**config.mk**
```make
export PLATFORM = sky130hd
export DESIGN_NAME = mem_port_arbiter
export DESIGN_NICKNAME = d
export VERILOG_FILES = /design/src/rtl/mem_port_arbiter.sv
export SDC_FILE = /design/constraint.sdc
export NUM_CORES = 1
export LEC_CHECK = 0
export CAP_MARGIN = 20
export CORE_MARGIN = 2
export CORE_UTILIZATION = 44
export CTS_CLUSTER_SIZE = 24
export DETAILED_ROUTE_END_ITERATION = 12
export PLACE_DENSITY = 0.83
export SLEW_MARGIN = 40
export SYNTH_ARGS = -nofsm -noshare
export SYNTH_HDL_FRONTEND = slang
export SYNTH_SLANG_ARGS = --single-unit
```
**constraint.sdc**
```tcl
create_clock -name clk -period 2.8 [get_ports clk]
set_input_delay 0.56 -clock clk [delete_from_list [all_inputs] [get_ports clk]]
set_output_delay 0.56 -clock clk [all_outputs]
set_load 0.01 [all_outputs]
```
**src/rtl/mem_port_arbiter.sv**
```systemverilog
// Byte-wide RAM port arbiter: MEM load/store over IF fetch, byte-beat FSM,
// little-endian assembly, flush abort of fetches. Optional macro: IO_STALL_EN.
//
// Ports:
//   clk, rst (sync, active-low), rdy (global enable), flush (EX redirect)
//   if_req/if_addr -> if_done/if_data : instruction word fetch
//   mem_req/mem_we/mem_size/mem_addr/mem_wdata -> mem_done/mem_rdata
//   ram_addr/ram_wr/ram_dout (registered), ram_din (one cycle after addr)
//   io_full : IO buffer full, honoured only when IO_STALL_EN is defined
//
// The RAM is assumed to share the rdy enable, so ram_din holds while rdy=0.
// The done pulses and the word being completed are driven in the cycle the
// last byte sits on ram_din; the word is also latched so the data output
// holds it until that port completes again.
module mem_port_arbiter #(
  parameter int ADDR_W = 32
) (
  input  logic              clk,
  input  logic              rst,
  input  logic              rdy,
  input  logic              flush,
  input  logic              if_req,
  input  logic [ADDR_W-1:0] if_addr,
  output logic              if_done,
  output logic [31:0]       if_data,
  input  logic              mem_req,
  input  logic              mem_we,
  input  logic [1:0]        mem_size,
  input  logic [ADDR_W-1:0] mem_addr,
  input  logic [31:0]       mem_wdata,
  output logic              mem_done,
  output logic [31:0]       mem_rdata,
  output logic [ADDR_W-1:0] ram_addr,
  output logic              ram_wr,
  output logic [7:0]        ram_dout,
  input  logic [7:0]        ram_din,
  input  logic              io_full
);

  localparam logic [1:0] IDLE   = 2'd0;
  localparam logic [1:0] IF_RD  = 2'd1;
  localparam logic [1:0] MEM_RD = 2'd2;
  localparam logic [1:0] MEM_WR = 2'd3;

  logic [1:0]        state;
  logic [2:0]        cnt;
  logic [ADDR_W-1:0] base;
  logic [1:0]        size;
  logic [31:0]       wdata;
  logic [23:0]       rbuf;
  logic [31:0]       if_q;
  logic [31:0]       mem_q;

  logic [2:0]        nbytes;
  logic [2:0]        beat;
  logic [ADDR_W-1:0] beat_addr;
  logic              last;
  logic [31:0]       word;
  logic [7:0]        wbyte;
  logic              blk_grant;
  logic              blk_beat;

  always_comb begin
    unique case (size)
      2'd0:    nbytes = 3'd1;
      2'd1:    nbytes = 3'd2;
      default: nbytes = 3'd4;
    endcase
  end

  // A stalled write retries the same beat; otherwise look one beat ahead.
  assign beat = (state == MEM_WR && !ram_wr) ? cnt : cnt + 3'd1;
  assign beat_addr = base + ADDR_W'(beat);
  assign last = (cnt == nbytes);

  always_comb begin
    unique case (beat[1:0])
      2'd0:    wbyte = wdata[7:0];
      2'd1:    wbyte = wdata[15:8];
      2'd2:    wbyte = wdata[23:16];
      default: wbyte = wdata[31:24];
    endcase
  end

  always_comb begin
    unique case (size)
      2'd0:    word = {24'd0, ram_din};
      2'd1:    word = {16'd0, ram_din, rbuf[7:0]};
      default: word = {ram_din, rbuf};
    endcase
  end

`ifdef IO_STALL_EN
  assign blk_grant = io_full && (mem_addr[17:16] == 2'b11);
  assign blk_beat  = io_full && (beat_addr[17:16] == 2'b11);
`else
  logic unused_io;
  assign unused_io = io_full;
  assign blk_grant = 1'b0;
  assign blk_beat  = 1'b0;
`endif

  assign if_done   = rdy && state == IF_RD && last && !flush;
  assign mem_done  = rdy && state[1] && last;
  assign if_data   = if_done ? word : if_q;
  assign mem_rdata = mem_done ? word : mem_q;

  always_ff @(posedge clk) begin
    if (!rst) begin
      state    <= IDLE;
      cnt      <= 3'd0;
      base     <= '0;
      size     <= 2'd0;
      wdata    <= 32'd0;
      rbuf     <= 24'd0;
      if_q     <= 32'd0;
      mem_q    <= 32'd0;
      ram_addr <= '0;
      ram_wr   <= 1'b0;
      ram_dout <= 8'd0;
    end else if (rdy) begin
      unique case (state)
        IDLE: begin
          cnt  <= 3'd0;
          rbuf <= 24'd0;
          if (mem_req) begin
            state    <= mem_we ? MEM_WR : MEM_RD;
            base     <= mem_addr;
            size     <= mem_size;
            wdata    <= mem_wdata;
            ram_addr <= mem_addr;
            ram_dout <= mem_wdata[7:0];
            ram_wr   <= mem_we && !blk_grant;
          end else if (if_req && !flush) begin
            state    <= IF_RD;
            base     <= if_addr;
            size     <= 2'd2;
            ram_addr <= if_addr;
          end
        end
        IF_RD, MEM_RD: begin
          if (state == IF_RD && flush) begin
            state <= IDLE;
            cnt   <= 3'd0;
          end else if (last) begin
            state <= IDLE;
            cnt   <= 3'd0;
            if (state == IF_RD) if_q <= word;
            else mem_q <= word;
          end else begin
            cnt <= cnt + 3'd1;
            case (cnt)
              3'd1:    rbuf[7:0]   <= ram_din;
              3'd2:    rbuf[15:8]  <= ram_din;
              3'd3:    rbuf[23:16] <= ram_din;
              default: ;
            endcase
            if (beat < nbytes) ram_addr <= beat_addr;
          end
        end
        MEM_WR: begin
          if (last) begin
            state <= IDLE;
            cnt   <= 3'd0;
          end else begin
            if (ram_wr) cnt <= beat;
            if (beat < nbytes) begin
              ram_addr <= beat_addr;
              ram_dout <= wbyte;
              ram_wr   <= !blk_beat;
            end else begin
              ram_wr <= 1'b0;
            end
          end
        end
        default: state <= IDLE;
      endcase
    end
  end

endmodule

```
==> qor.txt, run 1 <==
WORST SETUP PATH
---------------------------------------------------------------------------------
Launch instance of the worst register-to-register path                     cnt[0]
Total buffers and inverters traversed by the critical path                      5
Critical path startpoint                                                   cnt[1]
Max FO, Critical Path                                                           7
Endpoint of the worst setup timing path                                if_data[1]
Max stage delay on crit path                                              0.33 ns
Critical Path Source Type                                                register
Worst-path cell with the longest stage delay                         sky130_fd_sc_hd__dfxtp_2
Kind of end point of the critical path                                output port
Number of stages on the worst setup path                                       10
Required time of the critical path                                        2.24 ns
RR Endpoint                                                          ram_addr[15]
Worst Reg2Reg Path Length in Cells                                             11
Cell class contributing the biggest share of worst-path delay        buffers and inverters
Setup Crit Path Kind                                                      reg2out
Arrival time reported for the critical path endpoint                      2.29 ns
Cells traversed along the worst timing path                          buf_6 > nand3b_1 > a21oi_2 > buf_4 > o2111ai_4 > buf_8 > clkbuf_16 > nand2_1 > o21ai_1 > buf_2
Register-to-register setup slack                                         -0.03 ns

LOGIC SYNTHESIS
---------------------------------------------------------------------------------
Post-synthesis net count                                                     1369
Yosys warning total                                                             0
Area leader, netlist                                                 sky130_fd_sc_hd__dfxtp_1
Proportion of synthesized chip area in sequential cells                     0.396
Instance count of the mapped netlist                                         1243
Top area cells in the synthesized netlist                            sky130_fd_sc_hd__dfxtp_1 (40%), sky130_fd_sc_hd__nand2_1 (9.3%), sky130_fd_sc_hd__mux2i_1 (6.7%)
Share of flip-flops with an asynchronous set or reset                           0
Post-synthesis register bit count                                             200
Most used flip-flop cell after synthesis                             sky130_fd_sc_hd__dfxtp_1
Post-synth top area share                                                   0.396
Post-synth EDFFs                                                                0
Syn_area_per_cell                                                       8.14 um^2
Count of unique library cells instantiated by Yosys                            67
Post-synthesis instance area                                           10100 um^2

CELLS AND AREA
---------------------------------------------------------------------------------
Most common cell after layout, fill and taps aside                   sky130_fd_sc_hd__nand2_1
Post-layout net count                                                        1612
Fill count                                                                   1742
Top library cells by usage in the layout, fill and taps aside        sky130_fd_sc_hd__nand2_1 (223), sky130_fd_sc_hd__dfxtp_1 (195), sky130_fd_sc_hd__clkdlybuf4s50_1 (151)
Area added between synthesis and finish                                     42.4%
Core Util, Final                                                            0.636
Area of all placed cells without fillers                               14400 um^2
Fraction of layout cells with a size suffix above 1                         0.231

TIMING
---------------------------------------------------------------------------------
RSZ-0062 raised after global routing                                          yes
Max_slew headroom                                                           0.497
Post-Route Skew                                                         0.0129 ns
Worst hold slack across all endpoints                                    0.452 ns
Clock period minus worst slack                                            2.85 ns
Fmax achieved                                                           0.351 GHz
Final Hold Vio Count                                                            0
Number of max-slew violations in the final report                               0
Slew @ Worst Pin                                                         0.747 ns
Worst Slack Setup Final                                                -0.0518 ns
Number of setup violations in the final report                                 22
Fin crit share                                                               1.02

STATUS
---------------------------------------------------------------------------------
Outcome                                                              finished, violations left
Failing checks                                                       setup timing

PLACED DESIGN
---------------------------------------------------------------------------------
Worst setup slack before clock tree synthesis                           -0.170 ns
Post-detail-place hpwl                                                   21300 um
RD Place Congestion                                                         0.874
Port buffer count                                                             219
Cell area after placement                                              13100 um^2

ROUTE
---------------------------------------------------------------------------------
Via-per-instance ratio                                                       5.89
Overall via count from detail_route                                         10500
First-pass DRT Iterations                                                       5
Detailed Route WL                                                        33200 um
Routed wire length per instance                                           18.6 um
Post-route ant nets                                                             0
Violation count after the first detailed-route iteration                      716
Drt drc                                                                         0

GRT
---------------------------------------------------------------------------------
Remaining global-route overflow                                                 0
Global-route wire length before repair                                   50400 um
Largest net degree at the start of global routing                              88
Number of global-route vias before repair                                    9863
Global router's overall resource usage                                      0.257
Initial antenna violation count                                                 2

POWER AND IR DROP
---------------------------------------------------------------------------------
Net switching power figure                                                2.08 mW
Combinational fraction of design power                                      0.205
Worst voltage drop across the vdd grid                                   0.396 mV
Leakage power summed over all cells                                       5.53 nW
Part of the total power dissipated in sequential elements                   0.423
Portion of total power attributed to the clock network                      0.372
Internal power of the cells                                               5.40 mW
Share of total power consumed by net switching                              0.278
Total power                                                               7.48 mW
Power per cell area                                                   519 nW/um^2

FLOORPLAN
---------------------------------------------------------------------------------
Number of rows in the core area                                                55
Die height                                                                 156 um
Area of the placeable core                                             22600 um^2
Ports placed on the boundary                                                  221
X dimension of the die                                                     156 um
DIE AREA                                                               24200 um^2
Initial cell density of the core                                            0.447

CTS
---------------------------------------------------------------------------------
Number of clock buffers inserted by TritonCTS                                  17
Clock tree sinks                                                              200
# H-tree levels                                                                 4
Worst-skew pair later-pin latency                                         0.44 ns
Clock slew seen by the registers of the worst setup and hold paths        0.07 ns
CTS tree                                                                    built
Clk buf depth                                                                   2
Clk Tree Root Cell                                                   sky130_fd_sc_hd__clkbuf_16

HOLD PATH
---------------------------------------------------------------------------------
Kind of path behind the tightest hold check                               reg2reg
Min-Delay Startpoint                                                    wdata[24]

JOB
---------------------------------------------------------------------------------
Number of maximum-capacitance violations                                        0

[flip-flops by register name (all words and copies together), names as in the netlist]
name and flops:
base 32, cnt 3, if_q 32, mem_q 32, ram_addr 32, ram_dout 8
ram_wr 1, rbuf 24, size 2, state 2, wdata 32
[cells in the mapped netlist, types with 8 or more instances]
master and instances:
sky130_fd_sc_hd__a22oi_1 12, sky130_fd_sc_hd__o2bb2ai_1 8, sky130_fd_sc_hd__buf_2 16, sky130_fd_sc_hd__ha_1 12, sky130_fd_sc_hd__a211oi_1 52, sky130_fd_sc_hd__and2_1 9
sky130_fd_sc_hd__nand3_1 54, sky130_fd_sc_hd__o21ai_0 75, sky130_fd_sc_hd__o211ai_1 10, sky130_fd_sc_hd__o22ai_1 9, sky130_fd_sc_hd__nand4_1 9, sky130_fd_sc_hd__a21oi_1 89
sky130_fd_sc_hd__nor3_1 10, sky130_fd_sc_hd__a32o_1 12, sky130_fd_sc_hd__a2bb2oi_1 24, sky130_fd_sc_hd__nand2_1 250, sky130_fd_sc_hd__o211a_1 9, sky130_fd_sc_hd__xor2_1 12
sky130_fd_sc_hd__inv_1 20, sky130_fd_sc_hd__dfxtp_1 200, sky130_fd_sc_hd__mux2i_1 68, sky130_fd_sc_hd__nor2_1 89, sky130_fd_sc_hd__xnor2_1 16, sky130_fd_sc_hd__clkbuf_1 81
[power by group through the flow]
stage                     Sequential (mW)  Combinational [mW]  Clock [mW]
after floorplan                      3.22               0.814           0
after detailed placement             3.21                1.47           0
after global routing                 3.18                1.66        2.93
after global placement               3.21                1.44           0
final                                3.16                1.53        2.78
after CTS                            3.15                1.49        2.81
[how the worst min path moves through the flow]
stage	to	slack (ns)	depth (start not counted)
2_1_floorplan	wdata[10]	0.43	2
3_3_place_gp	wdata[9]	0.44	2
3_5_place_dp	wdata[24]	0.44	2
4_1_cts	wdata[24]	0.45	2
5_1_grt	ram_addr[1]	0.47	2
6_report	wdata[24]	0.45	2
[cell type report]
type | count | area, um^2 | area share
multi-input combinational | 914 | 6230 | 0.432
sequential | 200 | 4010 | 0.278
timing repair buffer | 331 | 3060 | 0.212
clock buffer | 20 | 457 | 0.0317
tap | 285 | 357 | 0.0247
clock inverter | 12 | 209 | 0.0145
inverter | 22 | 85.1 | 0.00590
antenna | 1 | 2.50 | 0.000174
[repair_timing]
item	CTS	global route
pin swaps	5	27
gates cloned	5	6
buffers inserted	7	8
resized for setup	351	145
endpoints found under the setup margin	85	104
hold buffers	0	0
[through the flow]
step | instances | setup TNS [ns]
2_1_floorplan | 1243 | 0
3_3_place_gp | 1730 | -4.90
3_5_place_dp | 1730 | -6.26
4_1_cts | 1774 | -0.149
5_1_grt | 1784 | -4.32
6_report | 1785 | -0.345
[worst reg2reg max path: cells and delay by family (launching register included)]
family | cells | cell delay (ns)
flip-flops | 1 | 0.31
AO/OA/AOI/OAI | 4 | 0.89
buffers and inverters | 1 | 0.15
AND/OR/NAND/NOR | 3 | 0.60
adder cells (fa/ha/maj) | 3 | 0.79
[metal layers]
metal / global-route usage / vias to the layer above / routed length [um]
li1: - / 4925 / -
met1: 0.314 / 4984 / 12800
met2: 0.446 / 502 / 16700
met3: 0.0544 / 94 / 2630
met4: 0.0922 / 2 / 1130
met5: 0 / - / 13
[cells by family (layout without fill, tap and decap cells)]
family | after synthesis | count (layout) | synth area share
AOI/OAI and AO/OA | 328 | 328 | 0.219
xor gates and xnor gates | 29 | 29 | 0.0269
adders and majority gates | 13 | 13 | 0.0158
buffers and inverters | 129 | 385 | 0.0524
DFF | 200 | 200 | 0.396
muxes | 83 | 83 | 0.0936
other | 0 | 1 | 0
and+or+nand+nor | 461 | 461 | 0.197
(Power assumes the default switching activity.)
==> run 2, diff against run 1 <==
--- a/config.mk
+++ b/config.mk
@@ -12,4 +12,5 @@
 export DETAILED_ROUTE_END_ITERATION = 12
 export PLACE_DENSITY = 0.83
+export RECOVER_POWER = 50
 export SLEW_MARGIN = 40
 export SYNTH_ARGS = -nofsm -noshare
==> constraint.sdc (replaced) <==
create_clock -name clk -period 2.8 [get_ports clk]
set_input_delay 0.56 -clock clk [delete_from_list [all_inputs] [get_ports clk]]
set_output_delay 0.56 -clock clk [all_outputs]
set_load 0.02 [all_outputs]
==> qor.txt, run 2 (synthesis results as in run 1) <==
STATUS
---------------------------------------------------------------------------------
Outcome                                                              finished, violations left
Failing checks                                                       setup timing

GRT
---------------------------------------------------------------------------------
Largest net degree at the start of global routing                              55
Number of global-route vias before repair                                   10100
Initial antenna violation count                                                 1
Remaining global-route overflow                                                 0
Global router's overall resource usage                                      0.251
Global-route wire length before repair                                   49200 um

ROUTE
---------------------------------------------------------------------------------
Detailed Route WL                                                        32100 um
First-pass DRT Iterations                                                       5
Post-route ant nets                                                             0
Routed wire length per instance                                           17.9 um
Drt drc                                                                         0
Overall via count from detail_route                                         10400
Violation count after the first detailed-route iteration                      741
Via-per-instance ratio                                                       5.77

CTS
---------------------------------------------------------------------------------
Clk Tree Root Cell                                                   sky130_fd_sc_hd__clkbuf_16
Number of clock buffers inserted by TritonCTS                                  17
# H-tree levels                                                                 4
Clock slew seen by the registers of the worst setup and hold paths        0.07 ns
CTS tree                                                                    built
Worst-skew pair later-pin latency                                         0.44 ns
Clock tree sinks                                                              200
Count of hold buffers inserted by post-cts repair                               0
Clk buf depth                                                                   2

TIMING
---------------------------------------------------------------------------------
Number of setup violations in the final report                                  2
Post-Route Skew                                                        0.00823 ns
Slew @ Worst Pin                                                          1.06 ns
RSZ-0062 raised after global routing                                          yes
Max_slew headroom                                                           0.293
Worst Slack Setup Final                                                -0.0106 ns
Sum of negative setup slack                                            -0.0155 ns
Fin crit share                                                               1.00
Fmax achieved                                                           0.356 GHz
Final Hold Vio Count                                                            0
Number of max-slew violations in the final report                               0
Worst hold slack across all endpoints                                    0.456 ns
Clock period minus worst slack                                            2.81 ns

WORST SETUP PATH
---------------------------------------------------------------------------------
Arrival time reported for the critical path endpoint                      2.25 ns
Required time of the critical path                                        2.24 ns
Launch instance of the worst register-to-register path                     cnt[0]
Cell class contributing the biggest share of worst-path delay        buffers and inverters
Critical path startpoint                                                   cnt[1]
Max FO, Critical Path                                                           9
Max stage delay on crit path                                              0.33 ns
Kind of end point of the critical path                                output port
Cells traversed along the worst timing path                          buf_6 > nand3b_1 > a21oi_2 > buf_4 > o2111ai_4 > buf_12 > buf_12 > nand2_1 > o21ai_2 > buf_4
Setup Crit Path Kind                                                      reg2out
Total buffers and inverters traversed by the critical path                      5
Critical Path Source Type                                                register
Worst-path cell with the longest stage delay                         sky130_fd_sc_hd__dfxtp_2

POWER AND IR DROP
---------------------------------------------------------------------------------
Combinational fraction of design power                                      0.216
Internal power of the cells                                               5.17 mW
Power per cell area                                                   511 nW/um^2
Net switching power figure                                                2.18 mW
Portion of total power attributed to the clock network                      0.354
Worst voltage drop across the vdd grid                                   0.362 mV
Share of total power consumed by net switching                              0.296
Part of the total power dissipated in sequential elements                   0.430
Leakage power summed over all cells                                       5.62 nW

CELLS AND AREA
---------------------------------------------------------------------------------
Top library cells by usage in the layout, fill and taps aside        sky130_fd_sc_hd__nand2_1 (237), sky130_fd_sc_hd__dfxtp_1 (195), sky130_fd_sc_hd__buf_4 (118)
Core Util, Final                                                            0.634
Most common cell after layout, fill and taps aside                   sky130_fd_sc_hd__nand2_1
Area added between synthesis and finish                                     41.8%
Register cell area after layout                                         4010 um^2
Fill count                                                                   1822
Post-layout net count                                                        1620
Final cell count without fillers                                             1794
Multi-input combinational cell area                                     6120 um^2
Area of all placed cells without fillers                               14400 um^2
Fraction of layout cells with a size suffix above 1                         0.218

HOLD PATH
---------------------------------------------------------------------------------
Kind of path behind the tightest hold check                               reg2reg
Min-Delay Startpoint                                                     wdata[5]

PLACED DESIGN
---------------------------------------------------------------------------------
RD Place Congestion                                                         0.914
Total instance count after detailed placement                                1744
Post-detail-place hpwl                                                   21600 um
Port buffer count                                                             219
Cell area after placement                                              13300 um^2

FLOORPLAN
---------------------------------------------------------------------------------
Number of rows in the core area                                                55
DIE AREA                                                               24200 um^2
Ports placed on the boundary                                                  221
Area of the placeable core                                             22600 um^2
Die height                                                                 156 um
Initial cell density of the core                                            0.447
X dimension of the die                                                     156 um

JOB
---------------------------------------------------------------------------------
Number of maximum-capacitance violations                                        0

## run 2: cell types whose count changed in the layout (fill, tap and decap cells not counted), moves of 9 or more
cell,change
sky130_fd_sc_hd__o21ai_2,-9
sky130_fd_sc_hd__buf_4,+41
sky130_fd_sc_hd__nand2_1,+14
sky130_fd_sc_hd__dlygate4sd3_1,+41
sky130_fd_sc_hd__clkdlybuf4s50_1,-41
sky130_fd_sc_hd__nand2_4,-11
sky130_fd_sc_hd__buf_2,-45
sky130_fd_sc_hd__clkbuf_2,+11
## run 2: path summary, 6_finish.rpt
kind / cells past startpoint / slack [ns] / to
max: 10 / -0.01 / if_data[26]
min: 2 / 0.46 / wdata[5]
max reg2reg: 12 / 0.01 / ram_addr[13]
min reg2reg: 2 / 0.46 / wdata[5]
## run 2: routing by layer
layer / vias up / track usage / routed length, um
met5: - / 0 / 0
met4: 0 / 0.121 / 1200
met3: 95 / 0.0542 / 2340
met2: 469 / 0.429 / 15700
met1: 4873 / 0.300 / 12900
li1: 4922 / - / -
## run 2: worst register-to-register path, delay by kind of cell (launching register included)
family,cells,cell delay [ns]
buf+inv,2,0.32
simple gates,3,0.34
fa+ha+maj,3,0.77
compound gates,4,0.95
flops,1,0.32
## run 2: what timing repair did
item                       CTS  global route
pin swaps                    7            31
setup buffers                5             9
setup endpoints to repair  106           102
resized for setup          325           221
gates cloned                 1             3
## run 2: power groups by stage
stage | logic, mW | registers (mW) | clock network, mW
6_report | 1.58 | 3.16 | 2.60
5_1_grt | 1.71 | 3.18 | 2.73
4_1_cts | 1.57 | 3.15 | 2.62
3_5_place_dp | 1.55 | 3.21 | 0
3_3_place_gp | 1.51 | 3.21 | 0
2_1_floorplan | 0.815 | 3.27 | 0
## run 2: cell type report
| cell class | instances | area share |
|---|---|---|
| clock buffer | 18 | 0.0299 |
| sequential | 200 | 0.279 |
| multi-input combinational | 914 | 0.426 |
| clock inverter | 14 | 0.0132 |
| tap | 285 | 0.0248 |
| antenna | 2 | 0.000349 |
| inverter | 22 | 0.00593 |
| timing repair buffer | 339 | 0.220 |
## run 2: metrics by stage
| step | setup slack [ns] | power (mW) |
|---|---|---|
| after floorplan | 0.00924 | 4.09 |
| after global placement | -0.249 | 4.72 |
| after detailed placement | -0.235 | 4.76 |
| after CTS | 0.000286 | 7.34 |
| after global routing | -0.111 | 7.61 |
| final | -0.0106 | 7.34 |
